[src/rtl/alu_wb_pkg.sv]
`default_nettype none
// ============================================================================
//  Module   : alu_wb_pkg
//  Purpose  : Shared definitions for the ALU writeback stage: writeback FSM
//             state encoding and NZCV flag bit positions.
//  Contents : IDLE/WR_LO/WR_HI/DONE encodings, wb_state_t enum,
//             FLAG_N/FLAG_Z/FLAG_C/FLAG_V indices, FLAGS_W.
//  Revision : 1.0 - initial release
// ============================================================================
package alu_wb_pkg;

    // Writeback FSM encodings
    localparam logic [1:0] IDLE  = 2'd0;
    localparam logic [1:0] WR_LO = 2'd1;
    localparam logic [1:0] WR_HI = 2'd2;
    localparam logic [1:0] DONE  = 2'd3;

    typedef enum logic [1:0] {
        S_IDLE  = IDLE,
        S_WR_LO = WR_LO,
        S_WR_HI = WR_HI,
        S_DONE  = DONE
    } wb_state_t;

    // Bit positions inside the {N,Z,C,V} flag vector
    localparam int FLAGS_W = 4;
    localparam int FLAG_N  = 3;
    localparam int FLAG_Z  = 2;
    localparam int FLAG_C  = 1;
    localparam int FLAG_V  = 0;

endpackage : alu_wb_pkg
`default_nettype wire

[src/rtl/wb_flag_next.sv]
`default_nettype none
// ============================================================================
//  Module   : wb_flag_next
//  Purpose  : Combinational next-value of the NZCV flag register for the
//             writeback stage.
//  Ports    : long_op, flag_we, cond_ex  - operation qualifiers
//             Result, Result2            - ALU low/high results
//             ALUFlags                   - {N,Z,C,V} from the ALU
//             flags_cur                  - current flag register
//             flags_next                 - value to load on the capture edge
//  Revision : 1.0 - initial release
// ============================================================================
module wb_flag_next
    import alu_wb_pkg::*;
#(
    parameter int WIDTH = 32
) (
    input  logic               long_op,
    input  logic               flag_we,
    input  logic               cond_ex,
    input  logic [WIDTH-1:0]   Result,
    input  logic [WIDTH-1:0]   Result2,
    input  logic [FLAGS_W-1:0] ALUFlags,
    input  logic [FLAGS_W-1:0] flags_cur,
    output logic [FLAGS_W-1:0] flags_next
);

    logic w_prod_zero;

    // Long multiply: Z reflects the full 2*WIDTH product, not just one half
    assign w_prod_zero = (Result == '0) && (Result2 == '0);

    always_comb begin
        flags_next = flags_cur;
        if (cond_ex && flag_we) begin
            if (long_op) begin
                // C and V are architecturally unaffected by long multiplies
                flags_next[FLAG_N] = Result2[WIDTH-1];
                flags_next[FLAG_Z] = w_prod_zero;
            end else begin
                flags_next = ALUFlags;
            end
        end
    end

endmodule : wb_flag_next
`default_nettype wire

[src/rtl/alu_writeback.sv]
`default_nettype none
// ============================================================================
//  Module   : alu_writeback
//  Purpose  : Writeback stage following the ALU in the multicycle ARM
//             datapath. Captures ALU results, owns the NZCV flag register
//             and sequences one (normal) or two (UMULL/SMULL: RdLo then
//             RdHi) writes through the single register-file write port.
//  Ports    : clk, reset (async, active-high)
//             wb_start, cond_ex, long_op, flag_we - controller handshake
//             Result, Result2, ALUFlags, rd_lo, rd_hi - ALU/decoder inputs
//             RegWrite, WA3, WD3                   - register-file write port
//             Flags                                - registered {N,Z,C,V}
//             busy, wb_done                        - status to controller
//  Revision : 1.0 - initial release
// ============================================================================
module alu_writeback
    import alu_wb_pkg::*;
#(
    parameter int WIDTH  = 32,
    parameter int ADDR_W = 4
) (
    input  logic               clk,
    input  logic               reset,
    input  logic               wb_start,
    input  logic               cond_ex,
    input  logic               long_op,
    input  logic               flag_we,
    input  logic [WIDTH-1:0]   Result,
    input  logic [WIDTH-1:0]   Result2,
    input  logic [FLAGS_W-1:0] ALUFlags,
    input  logic [ADDR_W-1:0]  rd_lo,
    input  logic [ADDR_W-1:0]  rd_hi,
    output logic               RegWrite,
    output logic [ADDR_W-1:0]  WA3,
    output logic [WIDTH-1:0]   WD3,
    output logic [FLAGS_W-1:0] Flags,
    output logic               busy,
    output logic               wb_done
);

    wb_state_t          r_state;
    wb_state_t          w_state_next;

    logic [WIDTH-1:0]   r_lo_q;
    logic [WIDTH-1:0]   r_hi_q;
    logic [ADDR_W-1:0]  r_rd_lo_q;
    logic [ADDR_W-1:0]  r_rd_hi_q;
    logic               r_long_q;
    logic [FLAGS_W-1:0] r_flags;

    logic               w_accept;
    logic [FLAGS_W-1:0] w_flags_next;

    // A start is only honoured from IDLE; pulses while busy are dropped
    assign w_accept = (r_state == S_IDLE) && wb_start;

    wb_flag_next #(
        .WIDTH      (WIDTH)
    ) u_flag_next (
        .long_op    (long_op),
        .flag_we    (flag_we),
        .cond_ex    (cond_ex),
        .Result     (Result),
        .Result2    (Result2),
        .ALUFlags   (ALUFlags),
        .flags_cur  (r_flags),
        .flags_next (w_flags_next)
    );

    // ------------------------------------------------------------------
    // State and capture registers
    // ------------------------------------------------------------------
    always_ff @(posedge clk or posedge reset) begin
        if (reset) begin
            r_state   <= S_IDLE;
            r_lo_q    <= '0;
            r_hi_q    <= '0;
            r_rd_lo_q <= '0;
            r_rd_hi_q <= '0;
            r_long_q  <= 1'b0;
            r_flags   <= '0;
        end else begin
            r_state <= w_state_next;
            if (w_accept && cond_ex) begin
                r_lo_q    <= Result;
                r_hi_q    <= Result2;
                r_rd_lo_q <= rd_lo;
                r_rd_hi_q <= rd_hi;
                r_long_q  <= long_op;
            end
            // Next-flag logic already holds the old value when squashed
            // or when the S bit is clear
            if (w_accept) begin
                r_flags <= w_flags_next;
            end
        end
    end

    // ------------------------------------------------------------------
    // Next-state and Moore outputs
    // ------------------------------------------------------------------
    always_comb begin
        w_state_next = r_state;
        RegWrite     = 1'b0;
        WA3          = '0;
        WD3          = '0;
        wb_done      = 1'b0;
        busy         = (r_state != S_IDLE);

        case (r_state)
            S_IDLE: begin
                if (wb_start) begin
                    w_state_next = cond_ex ? S_WR_LO : S_DONE;
                end
            end
            S_WR_LO: begin
                RegWrite     = 1'b1;
                WA3          = r_rd_lo_q;
                WD3          = r_lo_q;
                w_state_next = r_long_q ? S_WR_HI : S_DONE;
            end
            S_WR_HI: begin
                RegWrite     = 1'b1;
                WA3          = r_rd_hi_q;
                WD3          = r_hi_q;
                w_state_next = S_DONE;
            end
            S_DONE: begin
                wb_done      = 1'b1;
                w_state_next = S_IDLE;
            end
            default: begin
                w_state_next = S_IDLE;
            end
        endcase
    end

    assign Flags = r_flags;

endmodule : alu_writeback
`default_nettype wire
[config.mk]
export PLATFORM = sky130hd
export DESIGN_NAME = alu_writeback
export DESIGN_NICKNAME = d
export VERILOG_FILES = /design/src/rtl/alu_wb_pkg.sv /design/src/rtl/wb_flag_next.sv /design/src/rtl/alu_writeback.sv
export SDC_FILE = /design/constraint.sdc
export NUM_CORES = 1
export LEC_CHECK = 0
export CORE_ASPECT_RATIO = 0.6
export CORE_UTILIZATION = 49
export CTS_CLUSTER_SIZE = 8
export DETAILED_ROUTE_END_ITERATION = 7
export HOLD_SLACK_MARGIN = 0.15
export PLACE_DENSITY = 0.95
export SLEW_MARGIN = 10
export SYNTH_ARGS = -nofsm -noshare
export SYNTH_HDL_FRONTEND = slang
export SYNTH_SLANG_ARGS = --single-unit
export TNS_END_PERCENT = 1
[constraint.sdc]
create_clock -name clk -period 4.06 [get_ports clk]
set_clock_uncertainty 0.2 [all_clocks]
set_input_delay 0.406 -clock clk [delete_from_list [all_inputs] [get_ports clk]]
set_output_delay 0.406 -clock clk [all_outputs]
set_load 0.03 [all_outputs]
==> impl_metrics.json <==
{
  "clk_pin_slew_ps": 60,
  "drc": 0,
  "drt-initial-drc-count": 164,
  "grt_setup_unrepaired": "false",
  "drt_first_pass_iters": 4,
  "crit_path_max_incr_delay_ps": 830,
  "slew_viol_final": 0,
  "fp.dieW_um": 114.7,
  "cts_setup_buffers": 0,
  "final_hold_viol_count": 0,
  "cts_buffer_depth": 2,
  "r2r_slack_ps": 1510,
  "synth_most_common_cell": "dfrtp_1",
  "finalCritPeriodShare": 0.8536,
  "worstPathRequired_ps": 3450,
  "via_count": 2941,
  "pin_count": 125,
  "top_layer": "met4",
  "tns_ps": 0,
  "synth_commonest_cells": "dfrtp_1, mux2_2, nor2b_1",
  "cts_hold_buffers": 0,
  "synth.yosys.seq_area_share": 0.5293,
  "hold_path_class": "reg -> reg",
  "finalSetupViolations": 0,
  "synth_nets": 382,
  "synth_cell_types": 25,
  "cts_resized": 0,
  "antenna_found_initial": 0,
  "min_from": "Flags[3]$_DFFE_PP0P_",
  "synthCells": 295,
  "cts_buffers": 9,
  "dieArea_um2": 7987,
  "synth_seq_cells": 79,
  "synthesis.area_um2": 3735,
  "avgSynthCellArea_um2": 12.66,
  "cap_viol_max_count": 0,
  "htreeDepth": 3,
  "worstPathArrival_ps": 2860,
  "powerDensity_nw_per_um2": 819.9,
  "cp_top_family": "buffers and inverters",
  "first_global_vias": 3072,
  "cp_slowest_cell": "ha_1",
  "initial_core_util": 0.5097,
  "critPathBufInv": 3,
  "relSlewSlack": 0.2928,
  "area_growth_pct": 44.15,
  "ys_warn_count": 0,
  "r2r_start": "r_state[0]$_DFFE_PP0P_",
  "cp_max_fo": 27,
  "r2r-end": "r_hi_q[3]$_DFFE_PP0P_",
  "grt_overflow": 0,
  "track_usage": 0.2681,
  "drt-total-wl_um": 9888,
  "met3WireLength_um": 712,
  "status": "complete, no violations",
  "period_minus_slack_ps": 3466,
  "dp_hpwl_um": 7012,
  "wl_met1_um": 4446,
  "wl_met2_um": 4632,
  "die_h_um": 69.63,
  "p_leak_nw": 2.144,
  "ys_top_cells_by_area": "dfrtp_1, mux2_2, a22oi_1, nor2b_1, nor4_1",
  "p_total_mw": 4.414,
  "cp-start-kind": "flop",
  "min_to": "Flags[3]$_DFFE_PP0P_",
  "avgRoutedWirePerCell_um": 18.83,
  "grt_pass1_wl_um": 16030,
  "coreArea_um2": 7327,
  "synth_top_area_share": 0.5293,
  "holdPathStages": 2,
  "worst_pin_slew_ps": 1061,
  "place.gp.congestion": 0.7915,
  "worstSetupPathType": "reg -> out",
  "io_buffers": 124,
  "worstSkewPairLatency_ps": 330,
  "hold_slack_ps": 287.7,
  "synth_top_flop_cell": "dfrtp_1",
  "n_fill_cell": 510,
  "cts_tree": "done",
  "fmax_ghz": 0.2885,
  "drive_gt1_frac": 0.2399,
  "ir_drop_uv": 448.4,
  "n_antenna_cell": 0,
  "async_reset_ff_frac": 1.000,
  "via_per_inst": 5.602,
  "fin_nets": 503,
  "ant_nets": 0,
  "rows": 24,
  "grt_max_degree": 74,
  "yosysTopAreaCell": "dfrtp_1",
  "end_kind": "output pin",
  "synth_edf_count": 0,
  "crit_chain": "inv_1 > ha_1 > buf_4 > nor2b_1 > clkdlybuf4s50_1",
  "cts_sinks": 79,
  "r2r_cells": 4,
  "clockRootBuffer": "clkbuf_16"
}
## flip-flops by register name (all words and copies together) (netlist names)
name and cells:
r_hi_q 32, r_lo_q 32, Flags 4, r_rd_hi_q 4, r_rd_lo_q 4, r_state 2, r_long_q 1
## final cells by class
| type | count | area (µm²) | area share |
|---|---|---|---|
| clock inverter | 6 | 67.56 | 0.01255 |
| sequential | 79 | 1977 | 0.3672 |
| inverter | 4 | 16.27 | 0.003021 |
| multi-input combinational | 193 | 1675 | 0.3112 |
| tap | 104 | 130.1 | 0.02417 |
| timing repair buffer | 129 | 1279 | 0.2375 |
| clock buffer | 10 | 239.0 | 0.04439 |
## power by group
part / internal [mW] / leakage (nW) / total (mW) / switching [mW]
logic: 1.06 / 1.05 / 2.18 / 1.12
clock network: 0.496 / 0.145 / 0.817 / 0.321
registers: 1.19 / 0.949 / 1.42 / 0.229
## how the worst max path moves through the flow
stage	startpoint	endpoint	depth (start not counted)	slack, ps
after floorplan	reset	Flags[0]$_DFFE_PP0P_	1	1430
after global placement	r_state[0]$_DFFE_PP0P_	WD3[16]	5	1150
after detailed placement	r_state[0]$_DFFE_PP0P_	WD3[16]	5	940
after CTS	r_state[0]$_DFFE_PP0P_	WD3[16]	5	590
after global routing	r_state[0]$_DFFE_PP0P_	WD3[18]	5	420
final	r_state[0]$_DFFE_PP0P_	WD3[16]	5	590
## per-stage QoR
stage          cell area (µm²)  std cells  worst slack, ps    util
6_report                  5384        525            594.3  0.7348
5_1_grt                   5384        525            420.8  0.7348
4_1_cts                   5384        525            591.6  0.7348
3_5_place_dp              5077        509            941.3  0.6930
3_3_place_gp              5077        509             1152  0.6930
2_1_floorplan             3735        295             1431       -
## cells in the final DEF, fill, tap and decap left out, types with 2 or more instances in the layout
cell,synthesis,final
nor4_1,12,12
inv_6,0,2
nor2b_1,37,37
inv_1,4,3
nor4_2,2,2
o21ai_0,3,3
clkinv_2,0,2
dfrtp_1,79,79
clkinvlp_4,0,2
nand4_1,4,4
o31ai_1,2,2
ha_1,5,5
a22oi_1,36,36
clkbuf_16,0,9
nor2_1,4,4
nand2_1,3,3
mux2_2,75,75
buf_4,0,5
clkdlybuf4s50_1,0,124
## worst reg2reg max path, delay by kind of cell (launching register included)
kind / cells / cell delay [ps]
flip-flops: 1 / 440
buffers and inverters: 1 / 130
adder cells (fa/ha/maj): 1 / 250
AND/OR/NAND/NOR: 1 / 750
multiplexers: 1 / 670
## logic make-up (layout without fill, tap and decap cells)
logic type      Yosys count  after routing  share of synthesized area
buf+inv                  23            149                    0.02546
simple gates             69             69                     0.1166
compound gates           43             43                    0.08308
mux                      76             76                     0.2288
flops                    79             79                     0.5293
fa+ha+maj                 5              5                    0.01675
## per-layer routing
metal,vias to the layer above,track usage
met4,0,0.07359
met5,-,0
li1,1325,-
met2,104,0.4189
met3,13,0.08566
met1,1499,0.3616
(Power assumes the default switching activity.)
